File: config.mk
export PLATFORM = sky130hd
export DESIGN_NAME = clock_set_ctrl
export DESIGN_NICKNAME = d
export VERILOG_FILES = /design/src/rtl/clock_set_ctrl.sv
export SDC_FILE = /design/constraint.sdc
export NUM_CORES = 1
export LEC_CHECK = 0
export CORE_MARGIN = 2
export CORE_UTILIZATION = 52
export CTS_CLUSTER_SIZE = 25
export DETAILED_ROUTE_END_ITERATION = 6
export HOLD_SLACK_MARGIN = 0.12
export PLACE_DENSITY = 0.94
export SLEW_MARGIN = 20
export SYNTH_ARGS = -nofsm -noshare
export SYNTH_HDL_FRONTEND = slang
export SYNTH_SLANG_ARGS = --single-unit
File: constraint.sdc
create_clock -name i_clk -period 6.2 [get_ports i_clk]
set_input_delay 1.24 -clock i_clk [delete_from_list [all_inputs] [get_ports i_clk]]
set_output_delay 1.24 -clock i_clk [all_outputs]
set_load 0.02 [all_outputs]
File: src/rtl/clock_set_ctrl.sv
// clock_set_ctrl: time-setting front end for an hh:mm:ss BCD counter chain
// Ports: i_clk/i_reset (async, active-high), i_tick 1 Hz enable,
//        i_btn_mode/i_btn_inc button pulses, i_hh/i_mm/i_ss counter readback;
//        o_ena count enable, o_wr_hh/o_wr_mm/o_wr_ss load strobes with o_wr_data,
//        o_blank per-field blanking {hh,mm,ss}, o_state current mode.
module clock_set_ctrl #(
    parameter logic [7:0] P_HR_MAX = 8'h23,
    parameter logic [7:0] P_MS_MAX = 8'h59
) (
    input  logic       i_clk,
    input  logic       i_reset,
    input  logic       i_tick,
    input  logic       i_btn_mode,
    input  logic       i_btn_inc,
    input  logic [7:0] i_hh,
    input  logic [7:0] i_mm,
    input  logic [7:0] i_ss,
    output logic       o_ena,
    output logic       o_wr_hh,
    output logic       o_wr_mm,
    output logic       o_wr_ss,
    output logic [7:0] o_wr_data,
    output logic [2:0] o_blank,
    output logic [1:0] o_state
);
    typedef enum logic [1:0] {RUN, SET_HH, SET_MM, SET_SS} state_t;
    state_t     state_q, state_d, state_nx;
    logic [7:0] edit_q, edit_d, wr_data_q, wr_data_d, fmax, succ;
    logic [2:0] blank_q, blank_d;
    logic       blink_q, blink_d, wr_hh_q, wr_hh_d, wr_mm_q, wr_mm_d, wr_ss_q, wr_ss_d;
    logic       inc, bad;
    always_comb begin
        state_nx  = state_t'(state_q + 2'd1);
        // mode wins over inc; inc is meaningless in RUN
        inc       = i_btn_inc & ~i_btn_mode & (state_q != RUN);
        fmax      = (state_q == SET_HH) ? P_HR_MAX : P_MS_MAX;
        bad       = (edit_q[7:4] > 4'd9) | (edit_q[3:0] > 4'd9);
        // seconds only clear; at/above max or non-BCD wraps to zero
        succ      = (state_q == SET_SS || bad || edit_q >= fmax) ? 8'h00 :
                    (edit_q[3:0] == 4'd9) ? {edit_q[7:4] + 4'd1, 4'd0} : edit_q + 8'd1;
        state_d   = i_btn_mode ? state_nx : state_q;
        edit_d    = !i_btn_mode ? (inc ? succ : edit_q) :
                    (state_nx == SET_HH) ? i_hh :
                    (state_nx == SET_MM) ? i_mm :
                    (state_nx == SET_SS) ? i_ss : edit_q;
        wr_hh_d   = inc & (state_q == SET_HH);
        wr_mm_d   = inc & (state_q == SET_MM);
        wr_ss_d   = inc & (state_q == SET_SS);
        wr_data_d = inc ? succ : wr_data_q;
        blink_d   = i_btn_mode ? 1'b0 : (i_tick && state_q != RUN) ? ~blink_q : blink_q;
        // blank tracks the next-cycle flag/state so it is never lit alongside a strobe
        blank_d   = (state_d == RUN || !blink_d || inc) ? 3'b000 :
                    (state_d == SET_HH) ? 3'b100 :
                    (state_d == SET_MM) ? 3'b010 : 3'b001;
    end
    always_ff @(posedge i_clk or posedge i_reset) begin
        if (i_reset) begin
            state_q   <= RUN;
            edit_q    <= 8'h00;
            blink_q   <= 1'b0;
            wr_hh_q   <= 1'b0;
            wr_mm_q   <= 1'b0;
            wr_ss_q   <= 1'b0;
            wr_data_q <= 8'h00;
            blank_q   <= 3'b000;
        end else begin
            state_q   <= state_d;
            edit_q    <= edit_d;
            blink_q   <= blink_d;
            wr_hh_q   <= wr_hh_d;
            wr_mm_q   <= wr_mm_d;
            wr_ss_q   <= wr_ss_d;
            wr_data_q <= wr_data_d;
            blank_q   <= blank_d;
        end
    end
    assign o_ena     = i_tick & (state_q == RUN) & ~i_reset;
    assign o_wr_hh   = wr_hh_q;
    assign o_wr_mm   = wr_mm_q;
    assign o_wr_ss   = wr_ss_q;
    assign o_wr_data = wr_data_q;
    assign o_blank   = blank_q;
    assign o_state   = state_q;
endmodule

==> out/qor.log <==
INFO  placement      gpl.final_weighted_congestion=0.8883
INFO  layout         antenna_cells=0
INFO  routing        antenna_violating_nets_post_route=0
INFO  sta            timing.fmax=0.2478GHz
INFO  cts            level_count_of_the_clock_h_tree=1
INFO  power          peakVddDrop=0.2634mV
INFO  yosys          synth-async-reset-ratio=1.000
INFO  routing        drc=0
INFO  cts            maximum_count_of_clock_buffers_along_a_single_path=2
INFO  yosys          ys_seq_area_frac=0.3734
INFO  setup_path     critical_path.startpoint_type=primary input
INFO  placement      dp.final_hpwl=2720um
INFO  power          powerDensity=452.2nW/um^2
INFO  sta            finalSetupViolations=0
INFO  cts            clockRootBuffer=sky130_fd_sc_hd__clkbuf_4
INFO  yosys          synth_enable_flop_cells=0
INFO  yosys          synth_xor_area_frac=0.03659
INFO  yosys          synth_area_per_cell=9.412um^2
INFO  setup_path     crit_start=i_reset
INFO  routing        vias_after_detailed_routing=1,424
INFO  die            floorplan.io_pins=46
INFO  global_routing grt_max_degree=27
INFO  yosys          synth_compound_area_frac=0.2151
INFO  yosys          synth_warnings=0
INFO  setup_path     worst-endpoint-arrival=2.80ns
INFO  cts            cts_setup_buffers=0
INFO  die            placeableCoreArea=3053um^2
INFO  placement      dp_cells=256
INFO  yosys          postSynth.topFlopCell=sky130_fd_sc_hd__dfrtp_1
INFO  cts            cts.sinks=25
INFO  yosys          yosys_register_bits=25
INFO  die            initial_core_util=0.5488
INFO  routing        drt_iter0_drc=65
INFO  yosys          postSynthCellCount=178
INFO  routing        wl_per_cell=13.65um
INFO  layout         post_route_cells_drive_above_1_share=0.06019
INFO  routing        routed_wl=3549um
INFO  setup_path     cp-end-kind=output port
INFO  sta            final_hold_fails=0
INFO  global_routing grt_antenna_before_repair=0
INFO  cts            cts_hold_buf=0
INFO  setup_path     reg2reg_from=o_state[1]
INFO  sta            clock-skew-final=0.009618ns
INFO  die            rows=20
INFO  cts            clk_transition_reported_paths=0.14ns
INFO  die            design.die.area=3692um^2
INFO  cts            cts_resized=0
INFO  setup_path     critPathKind=in -> out
INFO  cts            worst_skew_pair.late_latency=0.32ns
INFO  global_routing grt_pass1_wl=6023um
INFO  sta            timing.max_slew.rel_slack=0.5612
INFO  sta            actual_slew_at_the_worst_max_slew_pin=0.6554ns
INFO  yosys          multiplexer_area_fraction_after_synthesis=0.05975
INFO  cts            numCtsBuffers=3
INFO  layout         fin_nets=258
INFO  power          power_leakage=0.9088nW
INFO  sta            finalCritPeriodShare=0.6509
INFO  cts            tritoncts_clock_tree=yes
INFO  yosys          synth.cells.most_frequent=sky130_fd_sc_hd__dfrtp_1, sky130_fd_sc_hd__nand2_1, sky130_fd_sc_hd__ha_1
INFO  setup_path     required=4.96ns
INFO  worst_hold_path startpoint_of_the_tightest_hold_check_path=o_wr_data[3]
INFO  yosys          post-synth-top-area-fraction=0.3734
INFO  worst_hold_path timing.hold.worst.class=reg -> reg
INFO  flow_run       maxCapViolations=0
INFO  status         run_status=completed
INFO  yosys          synth_fp_nets=219
INFO  sta            setup_repair_after_global_routing_missed_its_margin=no
INFO  routing        firstDrtPassIters=7
INFO  layout         area.growth.synth_to_final=28.60%
INFO  sta            final_worst_path_period_need=4.036ns
INFO  routing        wl_met1=1569um
INFO  placement      io_buffer_count=45
INFO  setup_path     critPathMaxFanout=26
INFO  global_routing grt_pass1_vias=1,324
INFO  die            die_x=60.76um
INFO  yosys          cell_taking_the_most_area_after_synthesis=sky130_fd_sc_hd__dfrtp_1
INFO  routing        uppermost_layer_routed=met4
INFO  yosys          synth.distinct_cells=36
INFO  yosys          post_synth_instance_area=1675um^2
INFO  global_routing grtUsageTotal=0.2184
INFO  yosys          synth_area_leaders=sky130_fd_sc_hd__dfrtp_1, sky130_fd_sc_hd__ha_1, sky130_fd_sc_hd__mux2i_1, sky130_fd_sc_hd__nand2_1, sky130_fd_sc_hd__o31ai_1
INFO  yosys          dominant_combinational_cell_family_by_area_after_synthesis=compound AO/OA/AOI/OAI gates
INFO  layout         instances_no_fill=260
INFO  routing        detail_route.vias_per_cell=5.477
INFO  die            die_height=60.76um
INFO  yosys          yosys.area_share.adder=0.08962
INFO  routing        met3_length=130um
INFO  sta            finalMaxSlewViolations=0
INFO  routing        detailroute.wirelength.met2=1791um
INFO  sta            totalNegativeSetupSlack=0ns
INFO  yosys          synth_simple_gate_area_share=0.1688
INFO  global_routing overflow=0
[final timing paths]
kind	end	slack (ns)	cells after the start
worst max-delay path	o_ena	2.16	5
worst min-delay path	o_wr_data[3]	0.49	2
worst max register to register	edit_q[4]	3.50	9
worst min register to register	o_wr_data[3]	0.49	2
max in group asynchronous	edit_q[4]	4.71	3
min in group asynchronous	o_wr_data[6]	1.24	3
[where the power goes]
part / internal (mW) / leakage (nW) / total [mW] / switching (mW)
Sequential: 0.218 / 0.328 / 0.305 / 0.0861
Combinational: 0.257 / 0.563 / 0.597 / 0.340
Clock: 0.0242 / 0.0177 / 0.0732 / 0.0490
[placed cells by master, fill, tap and decap left out, drive strengths merged]
cell,synthesis,final
clkdlybuf4s50,0,45
nand2,26,26
dfrtp,25,25
o21ai,16,16
ha,12,12
o31ai,11,11
mux2i,10,10
inv,9,9
nor2,9,9
a22oi,8,8
xor2,5,5
and2,5,5
a21oi,4,4
o21a,3,3
nand4,3,3
clkbuf,3,3
a31oi,2,2
nor3,2,2
xnor2,2,2
o22ai,2,2
nor2b,2,2
nor3b,2,2
nand3,2,2
or3b,1,1
nand3b,1,1
a2111oi,1,1
a22o,1,1
nor4,1,1
and3,1,1
clkinv,0,1
buf,9,1
[worst max-delay path: stages]
cell,delay (ns)
sky130_fd_sc_hd__clkdlybuf4s50_1,0.39
sky130_fd_sc_hd__inv_1,0.05
sky130_fd_sc_hd__buf_4,0.30
sky130_fd_sc_hd__and3_1,0.20
sky130_fd_sc_hd__clkdlybuf4s50_1,0.60
[through the flow]
step | total power, mW | area (um^2) | util | setup slack [ns] | hold WS, ns
2_1_floorplan | 0.7481 | 1675 | - | 2.814 | 0.5065
3_5_place_dp | 0.8983 | 2127 | 0.6967 | 2.148 | 0.4648
4_1_cts | 0.9734 | 2155 | 0.7057 | 2.134 | 0.4972
3_3_place_gp | 0.8736 | 2127 | 0.6967 | 2.150 | 0.4528
6_report | 0.9743 | 2155 | 0.7057 | 2.164 | 0.4902
5_1_grt | 1.057 | 2155 | 0.7057 | 2.060 | 0.5210
[cell families (layout without fill, tap and decap cells)]
kind of cell / after synthesis / count (layout)
AOI/OAI and AO/OA: 48 / 48
adders and majority gates: 12 / 12
xor gates and xnor gates: 7 / 7
buffers and inverters: 21 / 59
muxes: 10 / 10
and+or+nand+nor: 55 / 55
DFF: 25 / 25
[registers in the layout (all words and copies together), names as in the netlist]
register	count
edit_q	8
o_wr_data	8
o_blank	3
o_state	2
blink_q	1
o_wr_hh	1
o_wr_mm	1
o_wr_ss	1
[routing by layer]
metal | vias up | track usage
li1 | 703 | -
met1 | 675 | 0.2821
met2 | 42 | 0.3717
met3 | 4 | 0.02345
met4 | 0 | 0.09006
met5 | - | 0
[layout make-up]
type                    instances  area, um^2
clock buffers                   3       22.52
inverters                       9       33.78
well taps                      44       55.05
repair buffers                 46       457.9
fillers                       236       898.4
flip-flops and latches         25       625.6
multi-input cells             132       954.7
clock inverters                 1       5.005
Power figures use the tool's default switching activity.
